**config.mk**
```make
export PLATFORM = sky130hd
export DESIGN_NAME = uart_word_receiver_flat
export DESIGN_NICKNAME = d
export VERILOG_FILES = /design/src/rtl/cpu_io_pkg.sv /design/src/rtl/uart_word_receiver_if.sv /design/src/rtl/uart_rx_core.sv /design/src/rtl/uart_word_receiver.sv /design/src/flat_wrapper.sv
export SDC_FILE = /design/constraint.sdc
export NUM_CORES = 2
export LEC_CHECK = 0
export ABC_CLOCK_PERIOD_IN_PS = 9100
export CAP_MARGIN = 10
export CORE_MARGIN = 2
export CORE_UTILIZATION = 40
export CTS_CLUSTER_SIZE = 14
export DETAILED_ROUTE_END_ITERATION = 6
export PLACE_DENSITY = 0.56
export SYNTH_ARGS = -nofsm -noshare
export SYNTH_HDL_FRONTEND = slang
export SYNTH_HIERARCHICAL = 1
export SYNTH_SLANG_ARGS = --single-unit
```
**constraint.sdc**
```tcl
create_clock -name CLK -period 9.1 [get_ports CLK]
set_clock_uncertainty 0.15 [all_clocks]
set_input_delay 1.82 -clock CLK [delete_from_list [all_inputs] [get_ports CLK]]
set_output_delay 1.82 -clock CLK [all_outputs]
set_load 0.005 [all_outputs]
```
**src/rtl/cpu_io_pkg.sv**
```systemverilog
// +----------------------------------------------------------------------+
// | cpu_io_pkg : shared types and defaults for the CPU UART I/O blocks    |
// | Rev 1.0                                                              |
// +----------------------------------------------------------------------+
`default_nettype none
`timescale 1ns/1ps

package cpu_io_pkg;

  typedef enum logic [2:0] {
    RX_IDLE      = 3'd0,
    RX_START     = 3'd1,
    RX_DATA      = 3'd2,
    RX_STOP      = 3'd3,
    RX_WAIT_IDLE = 3'd4
  } rx_state_t;

  localparam int c_clks_per_bit_def = 868;
  localparam int c_fifo_aw_def      = 9;

endpackage

`default_nettype wire

```
**src/rtl/uart_word_receiver_if.sv**
```systemverilog
// +----------------------------------------------------------------------+
// | uart_word_receiver_if : 32-bit word valid/ready handshake to the core |
// | Rev 1.0                                                              |
// +----------------------------------------------------------------------+
`default_nettype none
`timescale 1ns/1ps

interface uart_word_receiver_if;

  logic        WORD_VALID;
  logic        WORD_READY;
  logic [31:0] WORD_DATA;

  modport master (
    output WORD_VALID,
    output WORD_DATA,
    input  WORD_READY
  );

  modport slave (
    input  WORD_VALID,
    input  WORD_DATA,
    output WORD_READY
  );

endinterface

`default_nettype wire

```
**src/rtl/uart_rx_core.sv**
```systemverilog
// +----------------------------------------------------------------------+
// | uart_rx_core : 8N1 UART deserialiser with 2-flop input synchroniser   |
// | Rev 1.0                                                              |
// +----------------------------------------------------------------------+
`default_nettype none
`timescale 1ns/1ps

module uart_rx_core
  import cpu_io_pkg::*;
#(
  parameter int CLKS_PER_BIT = c_clks_per_bit_def
) (
  input  wire        clk,
  input  wire        rst_n,
  input  wire        rx,
  output logic [7:0] rx_byte,
  output logic       rx_byte_valid,
  output logic       rx_frame_err
);

  localparam int              c_cw        = (CLKS_PER_BIT > 2) ? $clog2(CLKS_PER_BIT) : 1;
  localparam logic [c_cw-1:0] c_bit_last  = c_cw'(CLKS_PER_BIT - 1);
  localparam logic [c_cw-1:0] c_half_last = c_cw'(CLKS_PER_BIT / 2 - 1);

  logic [1:0]      r_sync;
  logic            w_rx;
  rx_state_t       r_state, w_state_nxt;
  logic [c_cw-1:0] r_cnt, w_cnt_nxt;
  logic [2:0]      r_bit, w_bit_nxt;
  logic [7:0]      r_shift, w_shift_nxt;
  logic            r_valid, w_valid_nxt;
  logic            r_ferr, w_ferr_nxt;

  assign w_rx          = r_sync[1];
  assign rx_byte       = r_shift;
  assign rx_byte_valid = r_valid;
  assign rx_frame_err  = r_ferr;

  always_ff @(posedge clk or negedge rst_n) begin
    if (!rst_n) begin
      r_sync  <= 2'b11;
      r_state <= RX_IDLE;
      r_cnt   <= '0;
      r_bit   <= '0;
      r_shift <= '0;
      r_valid <= 1'b0;
      r_ferr  <= 1'b0;
    end else begin
      r_sync  <= {r_sync[0], rx};
      r_state <= w_state_nxt;
      r_cnt   <= w_cnt_nxt;
      r_bit   <= w_bit_nxt;
      r_shift <= w_shift_nxt;
      r_valid <= w_valid_nxt;
      r_ferr  <= w_ferr_nxt;
    end
  end

  always_comb begin
    w_state_nxt = r_state;
    w_cnt_nxt   = r_cnt + 1'b1;
    w_bit_nxt   = r_bit;
    w_shift_nxt = r_shift;
    w_valid_nxt = 1'b0;
    w_ferr_nxt  = 1'b0;
    case (r_state)
      RX_IDLE: begin
        w_cnt_nxt = '0;
        if (!w_rx) w_state_nxt = RX_START;
      end
      RX_START: begin
        // Mid-start re-check rejects short glitches on an idle line
        if (r_cnt == c_half_last) begin
          w_cnt_nxt   = '0;
          w_bit_nxt   = '0;
          w_state_nxt = w_rx ? RX_IDLE : RX_DATA;
        end
      end
      RX_DATA: begin
        if (r_cnt == c_bit_last) begin
          w_cnt_nxt   = '0;
          w_shift_nxt = {w_rx, r_shift[7:1]};
          w_bit_nxt   = r_bit + 3'd1;
          if (r_bit == 3'd7) w_state_nxt = RX_STOP;
        end
      end
      RX_STOP: begin
        if (r_cnt == c_bit_last) begin
          w_cnt_nxt = '0;
          if (w_rx) begin
            w_valid_nxt = 1'b1;
            w_state_nxt = RX_IDLE;
          end else begin
            w_ferr_nxt  = 1'b1;
            w_state_nxt = RX_WAIT_IDLE;
          end
        end
      end
      RX_WAIT_IDLE: begin
        w_cnt_nxt = '0;
        if (w_rx) w_state_nxt = RX_IDLE;
      end
      default: begin
        w_cnt_nxt   = '0;
        w_state_nxt = RX_IDLE;
      end
    endcase
  end

endmodule

`default_nettype wire

```
**src/rtl/uart_word_receiver.sv**
```systemverilog
// +----------------------------------------------------------------------+
// | uart_word_receiver : UART bytes -> byte FIFO -> MSB-first 32-bit words |
// | Rev 1.0                                                              |
// +----------------------------------------------------------------------+
`default_nettype none
`timescale 1ns/1ps

module uart_word_receiver
  import cpu_io_pkg::*;
#(
  parameter int CLKS_PER_BIT = c_clks_per_bit_def,
  parameter int FIFO_AW      = c_fifo_aw_def
) (
  input  wire                        CLK,
  input  wire                        INITIALIZE_N,
  input  wire                        UART_RX,
  input  wire                        RX_ENABLE,
  input  wire                        FLUSH,
  uart_word_receiver_if.master       word_if,
  output logic [FIFO_AW-1:0]         FILL_LEVEL,
  output logic                       OVERFLOW,
  output logic                       FRAME_ERR
);

  logic [1:0]         r_rst_sync;
  logic               w_rst_n;
  logic [7:0]         w_rx_byte;
  logic               w_rx_valid;
  logic               w_rx_ferr;

  logic [7:0]         r_mem [2**FIFO_AW];
  logic [FIFO_AW-1:0] r_wr_ptr, r_rd_ptr, w_wr_ptr_inc;
  logic               w_empty, w_full, w_push, w_pop, w_drop, w_word_done;
  logic [7:0]         w_pop_byte;
  logic [23:0]        r_shreg;
  logic [1:0]         r_cnt;
  logic               r_word_valid;
  logic [31:0]        r_word_data;
  logic               r_overflow, r_frame_err;

  // Reset asserts asynchronously but releases on a clock edge
  always_ff @(posedge CLK or negedge INITIALIZE_N) begin
    if (!INITIALIZE_N) r_rst_sync <= 2'b00;
    else               r_rst_sync <= {r_rst_sync[0], 1'b1};
  end
  assign w_rst_n = r_rst_sync[1];

  uart_rx_core #(
    .CLKS_PER_BIT (CLKS_PER_BIT)
  ) u_rx (
    .clk           (CLK),
    .rst_n         (w_rst_n),
    .rx            (UART_RX),
    .rx_byte       (w_rx_byte),
    .rx_byte_valid (w_rx_valid),
    .rx_frame_err  (w_rx_ferr)
  );

  assign w_wr_ptr_inc = r_wr_ptr + 1'b1;
  assign w_empty      = (r_wr_ptr == r_rd_ptr);
  assign w_full       = (w_wr_ptr_inc == r_rd_ptr);
  assign w_push       = w_rx_valid & RX_ENABLE & ~w_full & ~FLUSH;
  assign w_drop       = w_rx_valid & RX_ENABLE & w_full;
  assign w_pop        = ~w_empty & ~(r_word_valid & ~word_if.WORD_READY) & ~FLUSH;
  assign w_word_done  = w_pop & (r_cnt == 2'd3);
  assign w_pop_byte   = r_mem[r_rd_ptr];

  always_ff @(posedge CLK) begin
    if (w_push) r_mem[r_wr_ptr] <= w_rx_byte;
  end

  always_ff @(posedge CLK or negedge w_rst_n) begin
    if (!w_rst_n) begin
      r_wr_ptr     <= '0;
      r_rd_ptr     <= '0;
      r_shreg      <= '0;
      r_cnt        <= '0;
      r_word_valid <= 1'b0;
      r_word_data  <= '0;
      r_overflow   <= 1'b0;
      r_frame_err  <= 1'b0;
    end else if (FLUSH) begin
      r_wr_ptr     <= '0;
      r_rd_ptr     <= '0;
      r_cnt        <= '0;
      r_word_valid <= 1'b0;
      r_overflow   <= 1'b0;
      r_frame_err  <= 1'b0;
    end else begin
      if (w_push) r_wr_ptr <= w_wr_ptr_inc;
      if (w_pop) begin
        r_rd_ptr <= r_rd_ptr + 1'b1;
        r_shreg  <= {r_shreg[15:0], w_pop_byte};
        r_cnt    <= r_cnt + 2'd1;
      end
      // A word completing in the handshake cycle keeps VALID asserted
      if (w_word_done) begin
        r_word_valid <= 1'b1;
        r_word_data  <= {r_shreg, w_pop_byte};
      end else if (word_if.WORD_READY) begin
        r_word_valid <= 1'b0;
      end
      if (w_drop)    r_overflow  <= 1'b1;
      if (w_rx_ferr) r_frame_err <= 1'b1;
    end
  end

  assign word_if.WORD_VALID = r_word_valid;
  assign word_if.WORD_DATA  = r_word_data;
  assign FILL_LEVEL         = r_wr_ptr - r_rd_ptr;
  assign OVERFLOW           = r_overflow;
  assign FRAME_ERR          = r_frame_err;

endmodule

`default_nettype wire

```
**src/flat_wrapper.sv**
```systemverilog
// flat-port wrapper written by rule: the top's interface ports become plain ports
module uart_word_receiver_flat import cpu_io_pkg::*;
#(
  parameter int CLKS_PER_BIT = c_clks_per_bit_def,
  parameter int FIFO_AW      = c_fifo_aw_def
)
  (CLK, INITIALIZE_N, UART_RX, RX_ENABLE, FLUSH, FILL_LEVEL, OVERFLOW, FRAME_ERR, word_if_WORD_VALID, word_if_WORD_DATA, word_if_WORD_READY);
  uart_word_receiver_if word_if_i ();
  input  wire CLK;
  input  wire INITIALIZE_N;
  input  wire UART_RX;
  input  wire RX_ENABLE;
  input  wire FLUSH;
  output logic [FIFO_AW-1:0] FILL_LEVEL;
  output logic OVERFLOW;
  output logic FRAME_ERR;
  output wire logic [$bits(word_if_i.WORD_VALID)-1:0] word_if_WORD_VALID;
  output wire logic [$bits(word_if_i.WORD_DATA)-1:0] word_if_WORD_DATA;
  input wire logic [$bits(word_if_i.WORD_READY)-1:0] word_if_WORD_READY;
  assign word_if_WORD_VALID = word_if_i.WORD_VALID;
  assign word_if_WORD_DATA = word_if_i.WORD_DATA;
  assign word_if_i.WORD_READY = word_if_WORD_READY;
  uart_word_receiver #(.CLKS_PER_BIT(CLKS_PER_BIT), .FIFO_AW(FIFO_AW)) u_core (.CLK(CLK), .INITIALIZE_N(INITIALIZE_N), .UART_RX(UART_RX), .RX_ENABLE(RX_ENABLE), .FLUSH(FLUSH), .word_if(word_if_i), .FILL_LEVEL(FILL_LEVEL), .OVERFLOW(OVERFLOW), .FRAME_ERR(FRAME_ERR));
endmodule
```
==> out/results.ini <==
[layout]
final_cell_mix=edfxtp_1, mux4_2, clkbuf_16, nor2_1, buf_4
layout.nets=8263
final_common_cell=edfxtp_1
drive_above_1_share_pct=24.9
syn2layout_area_growth_pct=13.2

[synthesis]
ys.flop_type=edfxtp_1
synth_edf_count=4096
avgSynthCellArea_um2=20.8
synth_nets=7920
syn-cell-area_um2=165000
yosys.cell_types.count=96
async_flop_share_pct=2.59
seq_area_frac_synth_pct=76.4
ys_seq_elements=4205
syn_inst=7895
yosys_warnings=6

[setup_path]
cp-end-kind=output port
arrival_ns=4.87
path_class=flip-flop to output port
path_max_fanout=40
worstPathRequired_ns=7.13
crit_path_start_kind=flip-flop

[pwr]
finalPower_uw=39700
powerDensity_nw_per_um2=213
p_leak_uw=0.0674
ir_drop_mv=0.188
seqPwrFrac_pct=53.1
combPwrFrac_pct=3.0
swShare_pct=20.6
p_clk_share_pct=43.9
power.internal_uw=31500
power_switching_uw=8190

[clock_tree]
cts_tree=done
cts_buffer_depth=4
clk_pin_slew_ns=0.06
post-cts-setup-buffer-count=0
htree_levels=5
clk_latency_ns=1.01
hold_buffers=0
numCtsBuffers=424
clock-root-buffer=clkbuf_16
post_cts_resized=0
clock_sinks=4205

[place]
dpl.hpwl_um=297000
place.gp.congestion=0.903
post-place-ws_ns=2.59
port_buffers=49

[floorplanning]
core_um2=410000
start_util_pct=40.2
die_w_um=645
io_pins=50
die_area_um2=416000
num_rows=235
die_h_um=645

[sta]
setup_ws_ns=2.26
layout_worst_path_cycle_share_pct=75.1
setup_tns_ns=0
slew_headroom_pct=6.50
rsz0062_at_grt=false
report.final.slew_viol_count=0
tightest_slew_ns=1.40
finalSetupViolCount=0
fmax_ghz=0.146
fin_crit_ns=6.84
final_hold_viol_count=0

[global_routing]
grt_remaining_overflow=0
grt_max_degree=193
grtUsageTotal_pct=23.1
antenna_found_initial=34
grt_pass1_vias=83500
grt_first_pass_wirelength_um=680000

[drt]
firstDrtPassIters=7
viasPerCell=6.04
drt-initial-drc-count=11300
postRouteAntennaNets=0
finalWirelength_um=491000
post_drt_wl_per_cell_um=34.9
vias=84900
drc=0

[run_status]
status=finished, final reports clean

[min_path]
hold_class=flip-flop to flip-flop

[flow_run]
maxCapViolCount=0

-- sequential cells by signal, indices dropped and copies added, names as in the netlist --
register	flops
u_core/r_mem	4096
u_core/u_rx/r_cnt	10
u_core/word_if.WORD_DATA	32
u_core/r_shreg	24
u_core/u_rx/rx_byte	8
u_core/u_rx/rx_byte_valid	1
u_core/u_rx/r_state	3
u_core/r_rd_ptr	9
u_core/r_cnt	2
u_core/u_rx/r_sync	2
u_core/r_rst_sync	2
u_core/u_rx/rx_frame_err	1
u_core/FRAME_ERR	1
u_core/OVERFLOW	1
u_core/word_if.WORD_VALID	1
u_core/u_rx/r_bit	3
u_core/r_wr_ptr	9
-- worst max-delay path, stage by stage, from the launching register on --
cell and delay [ns]:
dfrtp_4 0.94, inv_2 0.31, ha_1 0.39, nor2b_1 0.17, o21ai_0 0.13, a21boi_0 0.31
o21ai_0 0.12, nand2b_1 0.12, a21o_1 0.13, a21oi_1 0.08, xnor2_1 0.54, clkdlybuf4s50_1 0.62
-- power groups by stage --
| stage | Sequential (µW) | Combinational, µW | Clock, µW |
|---|---|---|---|
| finish | 21100 | 1180 | 17400 |
| global route | 21100 | 1280 | 18400 |
| CTS | 21100 | 1220 | 17700 |
| detailed placement | 21500 | 1220 | 0 |
| global placement | 21500 | 1210 | 0 |
| floorplan | 21400 | 1110 | 0 |
-- cells in the mapped netlist (all sizes together) (6+ instances only) --
cell type	number	share of area [%]
a211o	7	0.037
nor2	403	0.93
a32oi	11	0.063
o22ai	58	0.22
mux2i	222	1.4
and3	25	0.095
a22o	7	0.037
xor2	13	0.069
o31ai	10	0.049
or3	13	0.049
dfrtp	107	1.6
a221o	8	0.049
o21ai	90	0.27
mux4	989	14
nor3	270	0.82
nand2	316	0.76
edfxtp	4096	75
xnor2	23	0.12
a31oi	40	0.15
inv	19	0.043
nand4	21	0.087
nand3	73	0.22
a221oi	45	0.24
a211oi	25	0.11
nor4	9	0.043
a21oi	86	0.26
nand2b	14	0.053
a22oi	162	0.74
o221ai	12	0.064
a2111oi	6	0.033
o211ai	12	0.055
mux2	57	0.40
buf	281	1.3
nor2b	17	0.065
nand3b	7	0.032
and2	15	0.057
clkbuf	223	0.51
ha	18	0.14
-- path summary, 6_finish.rpt --
path	start	end	slack (ns)	depth (start not counted)
setup / recovery	u_core/r_rd_ptr[1]	FILL_LEVEL[7]	2.26	11
hold / removal	u_core/r_rst_sync[0]	u_core/r_rst_sync[1]	0.21	0
setup reg to reg	u_core/r_rd_ptr[0]	u_core/word_if.WORD_DATA[4]	2.48	9
hold reg to reg	u_core/r_rst_sync[0]	u_core/r_rst_sync[1]	0.21	0
max in group asynchronous	u_core/r_rst_sync[1]	u_core/r_rd_ptr[4]	7.18	1
min in group asynchronous	u_core/r_rst_sync[1]	u_core/r_shreg[22]	0.28	0
-- metrics by stage --
stage	util [%]	hold slack, ns	cell area [µm²]	instances
CTS	45.5	0.213	186000	14000
detailed placement	42.1	0.193	172000	13300
finish	45.5	0.210	186000	14100
global placement	42.1	0.193	172000	13300
global route	45.5	0.216	186000	14100
floorplan	-	0.181	165000	7895
-- routing by layer --
layer | up-vias | GRT usage, % | wire length (µm)
met5 | - | 0 | 62
met4 | 10 | 8.42 | 20200
met3 | 828 | 4.42 | 45400
met2 | 4730 | 36.4 | 229000
met1 | 45700 | 32.3 | 196000
li1 | 33600 | - | -
-- cell families (layout without fill, tap and decap cells) --
family / count (synthesis) / in the layout / share of synthesized area, %
buf+inv: 528 / 1231 / 1.89
compound gates: 625 / 625 / 2.66
xor+xnor: 36 / 36 / 0.192
flops: 4205 / 4205 / 76.4
mux: 1268 / 1268 / 15.3
other cells: 1 / 15 / 0.00228
fa+ha+maj: 19 / 19 / 0.149
simple gates: 1213 / 1213 / 3.38
-- final cells by class --
class,instances,area (µm²)
fill,34100,223000
sequential,4205,126000
multi-input combinational,3162,36000
clock buffer,498,11100
tap,5451,6820
timing repair buffer,421,3640
clock inverter,288,2690
inverter,24,105
antenna,14,35.0
Note: power is estimated with default switching activity, not from simulation.
